===== src/rtl/md_pkg.sv =====
// Shared definitions for the multi-cycle multiply/divide unit.
package md_pkg;

    // Operation encoding on the op input
    localparam logic [1:0] OP_MULTU = 2'b00;
    localparam logic [1:0] OP_MULT  = 2'b01;
    localparam logic [1:0] OP_DIVU  = 2'b10;
    localparam logic [1:0] OP_DIV   = 2'b11;

    // Control states: wait for start, iterate, then sign fix-up and result write
    typedef enum logic [1:0] {
        IDLE = 2'b00,
        CALC = 2'b01,
        FIX  = 2'b10
    } state_t;

endpackage


===== src/rtl/md_negate.sv =====
// Conditional two's-complement negate, used for operand magnitudes and result signs.
module md_negate #(
    parameter int W = 32
) (
    input  logic [W-1:0] value,
    input  logic         neg,
    output logic [W-1:0] result
);

    // Pass through or negate depending on neg
    always_comb begin
        result = value;
        if (neg) begin
            result = ~value + W'(1);
        end
    end

endmodule


===== src/rtl/md_unit.sv =====
// Iterative multiply/divide unit: one shift-add or restoring-divide step per cycle,
// with operand magnitudes taken up front and signs restored in a final FIX cycle.
module md_unit
    import md_pkg::*;
#(
    parameter int WIDTH = 32,
    parameter int CNT_W = $clog2(WIDTH + 1)
) (
    input  logic             clk,
    input  logic             rst,
    input  logic             start,
    input  logic [1:0]       op,
    input  logic [WIDTH-1:0] a,
    input  logic [WIDTH-1:0] b,
    output logic             busy,
    output logic             done,
    output logic [WIDTH-1:0] hi,
    output logic [WIDTH-1:0] lo,
    output logic             div_zero
);

    localparam int W = WIDTH;

    state_t             state;
    logic [CNT_W-1:0]   cnt;
    logic               is_div;
    logic               neg_res;   // product / quotient must be negated
    logic               neg_rem;   // remainder follows the dividend sign
    logic               b_zero;
    logic [W-1:0]       a_orig;    // original dividend, reported on divide by zero
    logic [W-1:0]       mag_b;
    // Multiply: {partial product, remaining multiplier bits}.
    // Divide:   {partial remainder, dividend bits shifting out / quotient bits shifting in}.
    logic [2*W-1:0]     acc;

    logic               op_signed;
    logic               op_is_div;
    logic [W-1:0]       mag_a_in;
    logic [W-1:0]       mag_b_in;
    logic [2*W-1:0]     prod_fix;
    logic [W-1:0]       quot_fix;
    logic [W-1:0]       rem_fix;

    logic [W:0]         mul_sum;
    logic [W:0]         div_shift;
    logic [W:0]         div_diff;
    logic [2*W-1:0]     acc_next;

    assign op_signed = (op == OP_MULT) || (op == OP_DIV);
    assign op_is_div = (op == OP_DIVU) || (op == OP_DIV);

    // Operand magnitudes for signed operations
    md_negate #(.W(W)) u_neg_a (
        .value  (a),
        .neg    (op_signed & a[W-1]),
        .result (mag_a_in)
    );

    md_negate #(.W(W)) u_neg_b (
        .value  (b),
        .neg    (op_signed & b[W-1]),
        .result (mag_b_in)
    );

    // Sign restoration of the finished results
    md_negate #(.W(2*W)) u_neg_prod (
        .value  (acc),
        .neg    (neg_res),
        .result (prod_fix)
    );

    md_negate #(.W(W)) u_neg_quot (
        .value  (acc[W-1:0]),
        .neg    (neg_res),
        .result (quot_fix)
    );

    md_negate #(.W(W)) u_neg_rem (
        .value  (acc[2*W-1:W]),
        .neg    (neg_rem),
        .result (rem_fix)
    );

    // One iteration step: shift-add for multiply, restoring subtract for divide.
    // A non-negative trial difference is always below 2^W, so bit W is the borrow.
    always_comb begin
        mul_sum   = {1'b0, acc[2*W-1:W]} + {1'b0, (acc[0] ? mag_b : {W{1'b0}})};
        div_shift = {acc[2*W-1:W], acc[W-1]};
        div_diff  = div_shift - {1'b0, mag_b};
        acc_next  = acc;
        if (!is_div) begin
            acc_next = {mul_sum, acc[W-1:1]};
        end else if (!b_zero) begin
            if (!div_diff[W]) begin
                acc_next = {div_diff[W-1:0], acc[W-2:0], 1'b1};
            end else begin
                acc_next = {div_shift[W-1:0], acc[W-2:0], 1'b0};
            end
        end
    end

    // Control FSM with registered busy/done/results
    always_ff @(posedge clk or posedge rst) begin
        if (rst) begin
            state    <= IDLE;
            cnt      <= '0;
            is_div   <= 1'b0;
            neg_res  <= 1'b0;
            neg_rem  <= 1'b0;
            b_zero   <= 1'b0;
            a_orig   <= '0;
            mag_b    <= '0;
            acc      <= '0;
            busy     <= 1'b0;
            done     <= 1'b0;
            hi       <= '0;
            lo       <= '0;
            div_zero <= 1'b0;
        end else begin
            done <= 1'b0;
            case (state)
                IDLE: begin
                    if (start) begin
                        is_div   <= op_is_div;
                        neg_res  <= op_signed & (a[W-1] ^ b[W-1]);
                        neg_rem  <= op_signed & a[W-1];
                        b_zero   <= (b == '0);
                        a_orig   <= a;
                        mag_b    <= mag_b_in;
                        acc      <= {{W{1'b0}}, mag_a_in};
                        cnt      <= CNT_W'(W);
                        busy     <= 1'b1;
                        div_zero <= 1'b0;
                        state    <= CALC;
                    end
                end
                CALC: begin
                    acc <= acc_next;
                    cnt <= cnt - CNT_W'(1);
                    if (cnt == CNT_W'(1)) begin
                        state <= FIX;
                    end
                end
                FIX: begin
                    busy  <= 1'b0;
                    done  <= 1'b1;
                    state <= IDLE;
                    if (is_div) begin
                        if (b_zero) begin
                            hi       <= a_orig;
                            lo       <= '1;
                            div_zero <= 1'b1;
                        end else begin
                            hi <= rem_fix;
                            lo <= quot_fix;
                        end
                    end else begin
                        {hi, lo} <= prod_fix;
                    end
                end
                default: begin
                    state <= IDLE;
                    busy  <= 1'b0;
                end
            endcase
        end
    end

endmodule


===== config.mk =====
export PLATFORM = sky130hd
export DESIGN_NAME = md_unit
export DESIGN_NICKNAME = d
export VERILOG_FILES = /design/src/rtl/md_pkg.sv /design/src/rtl/md_negate.sv /design/src/rtl/md_unit.sv
export SDC_FILE = /design/constraint.sdc
export NUM_CORES = 1
export LEC_CHECK = 0
export CORE_ASPECT_RATIO = 0.6
export CORE_MARGIN = 3
export CORE_UTILIZATION = 55
export CTS_BUF_LIST = sky130_fd_sc_hd__clkbuf_4 sky130_fd_sc_hd__clkbuf_8
export CTS_CLUSTER_DIAMETER = 50
export DETAILED_ROUTE_END_ITERATION = 8
export PLACE_DENSITY_LB_ADDON = 0.25
export SYNTH_ARGS = -nofsm -noshare
export SYNTH_HDL_FRONTEND = slang
export SYNTH_SLANG_ARGS = --single-unit
export TNS_END_PERCENT = 100

===== constraint.sdc =====
create_clock -name clk -period 12.3 [get_ports clk]
set_clock_uncertainty 0.05 [all_clocks]
set_input_delay 3.075 -clock clk [delete_from_list [all_inputs] [get_ports clk]]
set_output_delay 3.075 -clock clk [all_outputs]
set_load 0.02 [all_outputs]

* Word-level counts from Yosys, hierarchy flattened
Index checks and enable logic that the tools add are counted.
Operators by class: add/subtract/negate cells 8, eq/ne operators 11, muxes and demuxes 27, bitwise operators 10, reductions and logical operators 12
Operators by type and width (count):
- 64-bit two-way mux | 5
- 32-bit two-way mux | 9
- 32-bit by 1-bit adder with 32-bit output, second input constant | 4
- 32-bit NOT | 4
- 64-bit case mux with 2 select lines | 1
- 64-bit by 1-bit adder with 64-bit output, second input constant | 1
- 64-bit NOT | 1
- 32-bit by 32-bit adder with 33-bit output | 1
- 33-bit by 32-bit subtractor with 33-bit output | 1
- 32-bit logical NOT | 1
- 6-bit case mux with 2 select lines | 1
- 2-bit != test, second input constant | 4
- 2-bit AND reduction | 4
- 2-bit == test, second input constant | 3
- 6-bit by 1-bit == test with 1-bit output, second input constant | 1
- 6-bit two-way mux | 1
- 6-bit by 1-bit subtractor with 6-bit output, second input constant | 1
- 1-bit two-way mux | 5
- 2-bit by 1-bit == test with 1-bit output, second input constant | 2
- 2-bit two-way mux | 2
- 1-bit case mux with 2 select lines | 2
- 2-bit case mux with 2 select lines | 1
- 4-bit AND reduction | 1
- 2-bit nonzero test | 2
- other kinds (7) | 10
Word-level totals: register bits 207, input bits 69, output and inout port bits 67, logic and storage cells 82

* Depth between registers and ports, before layout
Gate-level depths: netlist (run 1).
depth after elaboration 6, depth in mapped cells 15, gate-level depth less buffers 14

* Modules after synthesis
Synthesis (run 1) repeated with hierarchy kept, for this count alone.
Second synthesis, totals: cells, all modules 2126, area total of the unflattened synthesis 17576.9 µm²
By module, submodules not included:
- md_unit | times used 1, cells each 1524, area each 12819.8 µm², seq. area each 5180.0 µm²
- md_negate (u_neg_a ...) | times used 4, cells each 99, area each 777.0 µm², seq. area each 0.0 µm²
- md_negate (u_neg_prod) | times used 1, cells each 206, area each 1649.1 µm², seq. area each 0.0 µm²

* Worst setup path before layout (run 1)
No wires, ideal clock.
path kind input port to flip-flop, from input port a[9], to register acc[29], setup time 0.083 ns, arrival 5.515 ns, data required time 12.167 ns, setup slack 6.653 ns, stages on the path 9, buffers on the path 0, cell sequence or4_1 or3_1 nor4_1 nand2_1 or3_1 o31ai_1 xnor2_1 o21ai_0 o21ai_0
Between the ends: word-level cells in the longest chain between the ends 5
RTL lines:
- start, declared | RTL line md_unit.sv:13 | input logic [WIDTH-1:0] a,
- 32-bit NOT | RTL line md_negate.sv:14 | result = ~value + W'(1);
- 32-bit by 1-bit adder with 32-bit output | RTL line md_negate.sv:14
- 32-bit two-way mux | RTL line md_negate.sv:13 | if (neg) begin
- 64-bit two-way mux | RTL line md_unit.sv:123 | if (start) begin
- 64-bit case mux with 2 select lines | RTL line md_unit.sv:121 | case (state)
- end signal, assigned | RTL line md_unit.sv:130 | acc <= {{W{1'b0}}, mag_a_in};
- end signal, assigned | RTL line md_unit.sv:138 | acc <= acc_next;
- end, declared | RTL line md_unit.sv:34 | logic [2*W-1:0] acc;
No other way between the ends. The select of a mux whose other input is x is not followed. A chain may end at the register's enable or synchronous reset.

* Worst setup path after layout (run 1)
from input port b[4], to register mag_b[29]
Between the ends: word-level cells in the longest chain between the ends 3
RTL lines:
- start, declared | RTL line md_unit.sv:14 | input logic [WIDTH-1:0] b,
- 32-bit NOT | RTL line md_negate.sv:14
- 32-bit by 1-bit adder with 32-bit output | RTL line md_negate.sv:14
- 32-bit two-way mux | RTL line md_negate.sv:13
- end signal, assigned | RTL line md_unit.sv:129 | mag_b <= mag_b_in;
- end, declared | RTL line md_unit.sv:31 | logic [W-1:0] mag_b;
No other way between the ends.

==> impl_metrics.yaml, run 1 <==
routing:
  drt_wl_total_mm: 47.5
  dr_total_vias: 15200
  wire_per_inst_um: 19.5
  drt_iter0_markers: 1640
  antenna_left: 0
  drt-pass1-iter-count: 6
  vias_per_cell: 6.22
  drc: 0
sta:
  maxSlewViolCount: 0
  fin_ws_ps: 5920
  period_needed_ps: 6380
  worst_slew_pin_slew_ps: 1200
  hold_viol: 0
  setup_tns_ps: 0
  setup_viol: 0
  slew_headroom: 0.190
  fmax_mhz: 157
  rsz0062_at_grt: "false"
  fin_crit_sh: 0.519
min_path:
  min_path_cells: 2
  worstHoldEndpoint: "a_orig[2]"
  hold_start: "a_orig[2]"
  hold_class: "flop to flop"
yosys:
  synth_cells: 1992
  postSynthAreaPerCell_um2: 7.90
  yosysWarnings: 0
  async_reset_ff_frac: 1.00
  synth_ff_type: "dfrtp_1"
  syn_nets: 2133
  synth_area_leaders: "dfrtp_1 (33%), nand2_1 (7.9%), o21ai_0 (7.8%)"
  ys_seq_area_frac: 0.329
  synth-seq-cells: 207
  synth_edf_count: 0
  synth_cell_types: 67
  yosysTopAreaCell: "dfrtp_1"
  yosysMostFrequentCell: "nand2_1"
  post-synth-top-area-fraction: 0.329
  yosys-top-cells-count: "nand2_1 (331), o21ai_0 (244), dfrtp_1 (207)"
  netlist_area_um2: 15700
pwr:
  vdd_drop_max_uv: 317
  power_density_nw_per_um2: 303
  p_leak_nw: 7.79
  total_power_mw: 5.43
global_routing:
  antenna_found_initial: 1
  grt_overflow: 0
  grt_max_degree: 143
  grt_pass1_wl_mm: 76.2
  grt_pass1_vias: 14200
  gr-usage-all-layers: 0.305
cts:
  cts_buffer_depth: 3
  cts_hold_buffers: 0
  cts_buffers: 36
  cts_tree: "done"
  htree_levels: 2
  cts_setup_buffers: 0
  clk_latency_ps: 560
  path_clk_slew_ps: 60
  ctsResizeCount: 0
  numClockSinks: 207
  cts_root_buf: "clkbuf_8"
finish:
  antenna_cells: 0
  multi_input_area_um2: 9810
  finalInstanceArea_um2: 17900
  synthToLayoutAreaGrowth_pct: 13.9
  final_nets: 2192
  fillers: 2423
  utilization: 0.643
  regArea_um2: 5180
  drive_gt1_frac: 0.0536
die:
  start_util: 0.565
  fp.dieW_um: 224
  die_area_um2: 30700
  core.rowCount: 47
  coreArea_um2: 27900
  ioPinCount: 136
  fp.dieH_um: 137
run_status:
  status: "complete, no violations"
worst_setup_path:
  critPathKind: "input pin to flop"
  cp_max_fo: 5
  required_ps: 12640
  r2r-end: "hi[20]"
  ff2ff_setup_slack_ps: 7650
  worstRegToRegCells: 12
  r2r-start: "acc[0]"
  crit_path_start: "b[4]"
  cp_data_arrival_time_ps: 6720
  cp-end-kind: "flop"
  startpoint_type: "input pin"
place:
  gp_congestion: 0.980
  port_buffers: 135
  place_area_um2: 17200
  dpl.hpwl_mm: 34.2
  pre_cts_ws_ps: 5500
run:
  drv_cap: 0
[final cells by class]
type / instances / area share
tap: 367 / 0.0256
clock buffer: 51 / 0.0364
timing repair buffer: 151 / 0.0821
clock inverter: 6 / 0.00342
multi-input combinational: 1583 / 0.548
sequential: 207 / 0.289
inverter: 72 / 0.0155
[power by group]
group / switching [mW] / total [mW] / internal [mW]
Sequential: 0.406 / 1.39 / 0.980
Clock: 0.307 / 0.668 / 0.360
Combinational: 1.98 / 3.37 / 1.39
[sequential cells by signal (all words and copies together) (netlist names)]
signal    count
mag_b        32
is_div        1
div_zero      1
neg_res       1
b_zero        1
hi           32
done          1
cnt           6
state         2
busy          1
neg_rem       1
a_orig       32
lo           32
acc          64
[cell families after synthesis]
group	count (synthesis)	share of synthesized area
multiplexers	83	0.0529
XOR/XNOR	191	0.106
buffers and inverters	202	0.0496
flip-flops	207	0.329
AND/OR/NAND/NOR	661	0.185
AO/OA/AOI/OAI	576	0.218
adder cells (fa/ha/maj)	72	0.0582
[metal layers]
metal	vias up	track usage	part of all wire
li1	7104	-	-
met1	7263	0.458	0.46
met2	712	0.438	0.41
met3	84	0.0780	0.10
met4	2	0.0751	0.021
met5	-	0	0.00088
[stage by stage]
stage	cells	hold slack [ps]
2_1_floorplan	1992	390
3_3_place_gp	2380	409
3_5_place_dp	2380	410
4_1_cts	2437	425
5_1_grt	2437	446
6_report	2437	425
[how the worst max path moves through the flow]
stage	to	cells after the start	slack, ps
finish	mag_b[29]	8	5920
global route	mag_b[29]	8	5710
CTS	mag_b[29]	9	6070
detailed placement	mag_b[29]	8	5500
global placement	mag_b[29]	9	5650
floorplan	a_orig[0]	1	3520
[critical path: stages]
cell             delay (ps)
clkdlybuf4s50_1         480
nor4_1                  780
nand2_1                 310
nor4_1                 1030
nand3_1                 330
o41ai_1                 420
xor2_1                  190
o21ai_0                  90
[placed cells by master, fill, tap and decap left out, types with 25 or more instances in the layout]
cell             count
clkbuf_8            43
clkdlybuf4s50_1    135
dfrtp_1            205
o21ai_0            244
ha_1                70
nor2_1             147
mux2i_1             81
xnor2_1            104
a21o_1              25
nor3_1              32
nand2_1            330
inv_1               67
a21oi_1            123
nand3_1             34
xor2_1              86
o31ai_1             30
Power figures use the tool's default switching activity.
==> run 2: changes to the inputs <==
==> constraint.sdc (replaced) <==
create_clock -name clk -period 5.9 [get_ports clk]
set_clock_uncertainty 0.05 [all_clocks]
set_input_delay 1.475 -clock clk [delete_from_list [all_inputs] [get_ports clk]]
set_output_delay 1.475 -clock clk [all_outputs]
set_load 0.02 [all_outputs]
==> impl_metrics.yaml, run 2 (synthesis gave the netlist of run 1 again) <==
run_status:
  status: "complete, no violations"
routing:
  wire_per_inst_um: 20.0
  vias_per_cell: 6.23
  routed-wl-met3_mm: 4.73
  drc: 0
  wl_met1_mm: 23.0
  antenna_left: 0
  drt_wl_total_mm: 49.1
  drt-pass1-iter-count: 5
  route.top_layer_used: "met4"
  wl_met2_mm: 20.1
  dr_total_vias: 15200
  drt_iter0_markers: 1773
place:
  gp_congestion: 0.964
  place_area_um2: 17300
  dpl.hpwl_mm: 35.5
  pre_cts_ws_ps: 1250
  port_buffers: 135
  dpl.cell_count: 2386
pwr:
  p_leak_nw: 7.86
  total_power_mw: 11.4
  power_density_nw_per_um2: 634
  vdd_drop_max_uv: 762
sta:
  maxSlewViolCount: 0
  setup_tns_ps: 0
  setup_viol: 0
  worst_slew_pin_slew_ps: 1200
  fin_ws_ps: 1520
  slew_headroom: 0.196
  rsz0062_at_grt: "false"
  hold_viol: 0
  period_needed_ps: 4380
  fmax_mhz: 228
  fin_crit_sh: 0.743
cts:
  numClockSinks: 207
  htree_levels: 2
  cts_tree: "done"
  cts_hold_buffers: 0
  path_clk_slew_ps: 60
  cts_buffers: 36
  ctsResizeCount: 0
  clk_latency_ps: 560
  cts_setup_buffers: 0
  cts_root_buf: "clkbuf_8"
  cts_buffer_depth: 3
worst_setup_path:
  cp_data_arrival_time_ps: 4780
  startpoint_type: "flop"
  required_ps: 6300
  critPathKind: "flop to flop"
  cp_max_fo: 33
  cp-end-kind: "flop"
finish:
  antenna_cells: 0
  synthToLayoutAreaGrowth_pct: 14.8
  final_nets: 2198
  regArea_um2: 5180
  finalInstanceArea_um2: 18100
  fillers: 2432
  layout_common_cells: "nand2_1 (330), o21ai_0 (244), dfrtp_1 (205)"
  drive_gt1_frac: 0.0591
  multi_input_area_um2: 9810
  layout.cells.non_filler: 2449
  largest_register: "acc"
  largest_reg_flops: 64
  final_common_cell: "nand2_1"
global_routing:
  grt_pass1_vias: 14100
  grt_overflow: 0
  grt_pass1_wl_mm: 76.3
  gr-usage-all-layers: 0.311
  grt_max_degree: 113
  antenna_found_initial: 0
die:
  coreArea_um2: 27900
  core.rowCount: 47
  ioPinCount: 136
  fp.dieW_um: 224
  fp.dieH_um: 137
  start_util: 0.565
  die_area_um2: 30700
run:
  drv_cap: 0
min_path:
  hold_class: "flop to flop"
-- run 2: power by group --
group / total [mW] / internal [mW] / leakage (nW) / switching (mW)
Sequential: 2.89 / 2.04 / 2.50 / 0.850
Clock: 1.50 / 0.847 / 0.419 / 0.651
Combinational: 7.06 / 2.92 / 4.95 / 4.14
Total: 11.4 / 5.81 / 7.86 / 5.64
-- run 2: worst paths after layout --
path,cells past startpoint,slack (ps),endpoint,from
max in group asynchronous,3,3780,mag_b[31],rst
max reg2reg,14,1520,acc[33],acc[31]
max,14,1520,acc[33],acc[31]
min,2,430,a_orig[22],a_orig[22]
min reg2reg,2,430,a_orig[22],a_orig[22]
min in group asynchronous,2,1120,hi[11],rst
-- run 2: layer usage --
metal	vias to the layer above	track usage
li1	7127	-
met1	7289	0.475
met2	737	0.440
met3	93	0.0656
met4	0	0.0913
met5	-	0
-- run 2: cell type report --
cell class,instances,area share
Sequential cell,207,0.287
Tap cell,367,0.0254
Clock buffer,52,0.0362
Clock inverter,11,0.00755
Timing Repair Buffer,157,0.0853
Multi-Input combinational cell,1583,0.543
Inverter,72,0.0152
-- run 2: worst max-delay path: stages, from the launching register on --
cell and delay (ps):
dfrtp_1 360, inv_1 180, ha_1 280, fa_1 440, nand2b_1 200, a21oi_1 280
o21ai_0 230, nand2_1 240, a21o_1 300, a31o_2 250, o221ai_1 180, xnor2_2 150
buf_4 500, mux2_2 410, o21ai_0 150
-- run 2: stage by stage --
step	util	hold slack, ps
2_1_floorplan	-	390
3_3_place_gp	0.620	408
3_5_place_dp	0.620	413
4_1_cts	0.648	428
5_1_grt	0.648	442
6_report	0.648	428
==> run 3: changes to the inputs <==
==> constraint.sdc (replaced) <==
create_clock -name clk -period 3.55 [get_ports clk]
set_clock_uncertainty 0.05 [all_clocks]
set_input_delay 0.8875 -clock clk [delete_from_list [all_inputs] [get_ports clk]]
set_output_delay 0.8875 -clock clk [all_outputs]
set_load 0.02 [all_outputs]
==> impl_metrics.yaml, run 3 (synthesis gave the netlist of run 1 again) <==
die:
  die_area_um2: 30700
  fp.dieH_um: 137
  coreArea_um2: 27900
  start_util: 0.565
  ioPinCount: 136
  fp.dieW_um: 224
  core.rowCount: 47
pwr:
  p_leak_nw: 8.86
  power_density_nw_per_um2: 1070
  power_frac_clock: 0.117
  p_sw_mw: 10.2
  swShare: 0.478
  combPwrFrac: 0.668
  vdd_drop_max_uv: 1020
  power.internal_mw: 11.1
  p_seq_frac: 0.215
cts:
  path_clk_slew_ps: 70
  cts_root_buf: "clkbuf_8"
  clk_latency_ps: 570
  cts_buffers: 36
  cts_tree: "done"
  cts_hold_buffers: 0
  htree_levels: 2
  numClockSinks: 207
  cts_buffer_depth: 3
worst_setup_path:
  cp-end-kind: "flop"
  cp_max_fo: 3
  path_delay_family: "simple AND/OR/NAND/NOR gates"
  startpoint_type: "flop"
  critPathKind: "flop to flop"
  max_stage_delay_ps: 560
  required_ps: 3930
  crit_path_cell_trace: "inv_2 > ha_4 > or4b_4 > or3_4 > or4_4 > or3_4 > or4_4 > o21ai_2 > mux2i_1 > o221ai_2 > o21ai_1"
  cp_data_arrival_time_ps: 3850
  cp_slowest_cell: "or4_4"
  path_buf_inv: 1
run:
  drv_cap: 0
routing:
  dr_total_vias: 16200
  drt_wl_total_mm: 52.3
  drc: 0
  drt_iter0_markers: 2023
  routed-wl-met3_mm: 5.39
  wire_per_inst_um: 19.8
  vias_per_cell: 6.14
  wl_met1_mm: 24.2
  route.top_layer_used: "met4"
  drt-pass1-iter-count: 6
  antenna_left: 0
  wl_met2_mm: 21.9
finish:
  final_common_cell: "nand2_1"
  layout_common_cells: "nand2_1 (329), o21ai_0 (234), buf_4 (203)"
  drive_gt1_frac: 0.157
  layout.cells.non_filler: 2641
  fillers: 2251
  largest_register: "acc"
  antenna_cells: 0
  synthToLayoutAreaGrowth_pct: 26.1
  final_nets: 2390
  utilization: 0.712
  largest_reg_flops: 64
global_routing:
  grt_max_degree: 65
  grt_pass1_vias: 15100
  grt_pass1_wl_mm: 81.3
  grt_overflow: 0
  antenna_found_initial: 0
  gr-usage-all-layers: 0.331
sta:
  slew_headroom: 0.372
  hold_ws_ps: 427
  setup_tns_ps: 0
  maxSlewViolCount: 0
  period_needed_ps: 3470
  rsz0062_at_grt: "true"
  worst_slew_pin_slew_ps: 942
  fmax_mhz: 288
  fin_crit_sh: 0.978
  hold_viol: 0
  fin_ws_ps: 78.9
  setup_viol: 0
place:
  dpl.hpwl_mm: 38.7
  gp_congestion: 0.993
  port_buffers: 135
  pre_cts_ws_ps: -393
  dpl.cell_count: 2569
run_status:
  status: "complete, no violations"
min_path:
  hold_class: "flop to flop"
[run 3: cell types whose count changed in the layout (fill, tap and decap cells not counted), sizes merged]
cell	change
clkinvlp	+1
bufinv	-1
buf	+192
[run 3: worst reg2reg max path: cells and delay by family, from the launching register on]
| family | cells | cell delay (ps) |
|---|---|---|
| fa+ha+maj | 1 | 130 |
| compound gates | 3 | 370 |
| flops | 1 | 390 |
| mux | 1 | 100 |
| buf+inv | 1 | 90 |
| simple gates | 5 | 2200 |
[run 3: worst paths after layout]
check                                from         to  slack [ps]  cells past startpoint
min in group asynchronous             rst   mag_b[5]         720                      2
worst max register to register    acc[32]     hi[26]          80                     11
max in group asynchronous             rst     lo[13]        2020                      3
worst min-delay path            mag_b[29]  mag_b[29]         430                      2
worst min register to register  mag_b[29]  mag_b[29]         430                      2
worst max-delay path              acc[32]     hi[26]          80                     11
[run 3: through the flow]
stage / cell area (um2) / power, mW
CTS: 19600 / 20.6
detailed placement: 18700 / 17.8
floorplan: 15700 / 13.1
global placement: 18700 / 17.4
global route: 19800 / 22.7
finish: 19800 / 21.3
[run 3: timing repair]
| action | 4_1_cts | 5_1_grt |
|---|---|---|
| buffers inserted | 7 | 2 |
| pin swaps | 9 | 12 |
| endpoints found under the setup margin | 23 | 51 |
| cloned | 0 | 0 |
| resized for setup | 13 | 54 |
[run 3: layout make-up]
class                           instances  area [um2]  share of cell area
Timing Repair Buffer                  349        3080               0.155
Sequential cell                       207        5190               0.261
Multi-Input combinational cell       1583       10100               0.507
Inverter                               72         275              0.0139
Tap cell                              367         459              0.0231
Clock inverter                         11         114             0.00574
Clock buffer                           52         672              0.0339
[run 3: routing by layer]
metal | vias to the layer above | GRT usage
li1 | 7522 | -
met1 | 7827 | 0.501
met2 | 790 | 0.471
met3 | 77 | 0.0840
met4 | 0 | 0.0762
met5 | - | 0
[run 3: power groups by stage]
stage	Clock [mW]	Sequential (mW)	Combinational, mW
after floorplan	0	4.32	8.77
after global placement	0	4.50	12.9
after detailed placement	0	4.54	13.3
after CTS	2.49	4.52	13.6
after global routing	2.62	4.70	15.3
final	2.49	4.58	14.2
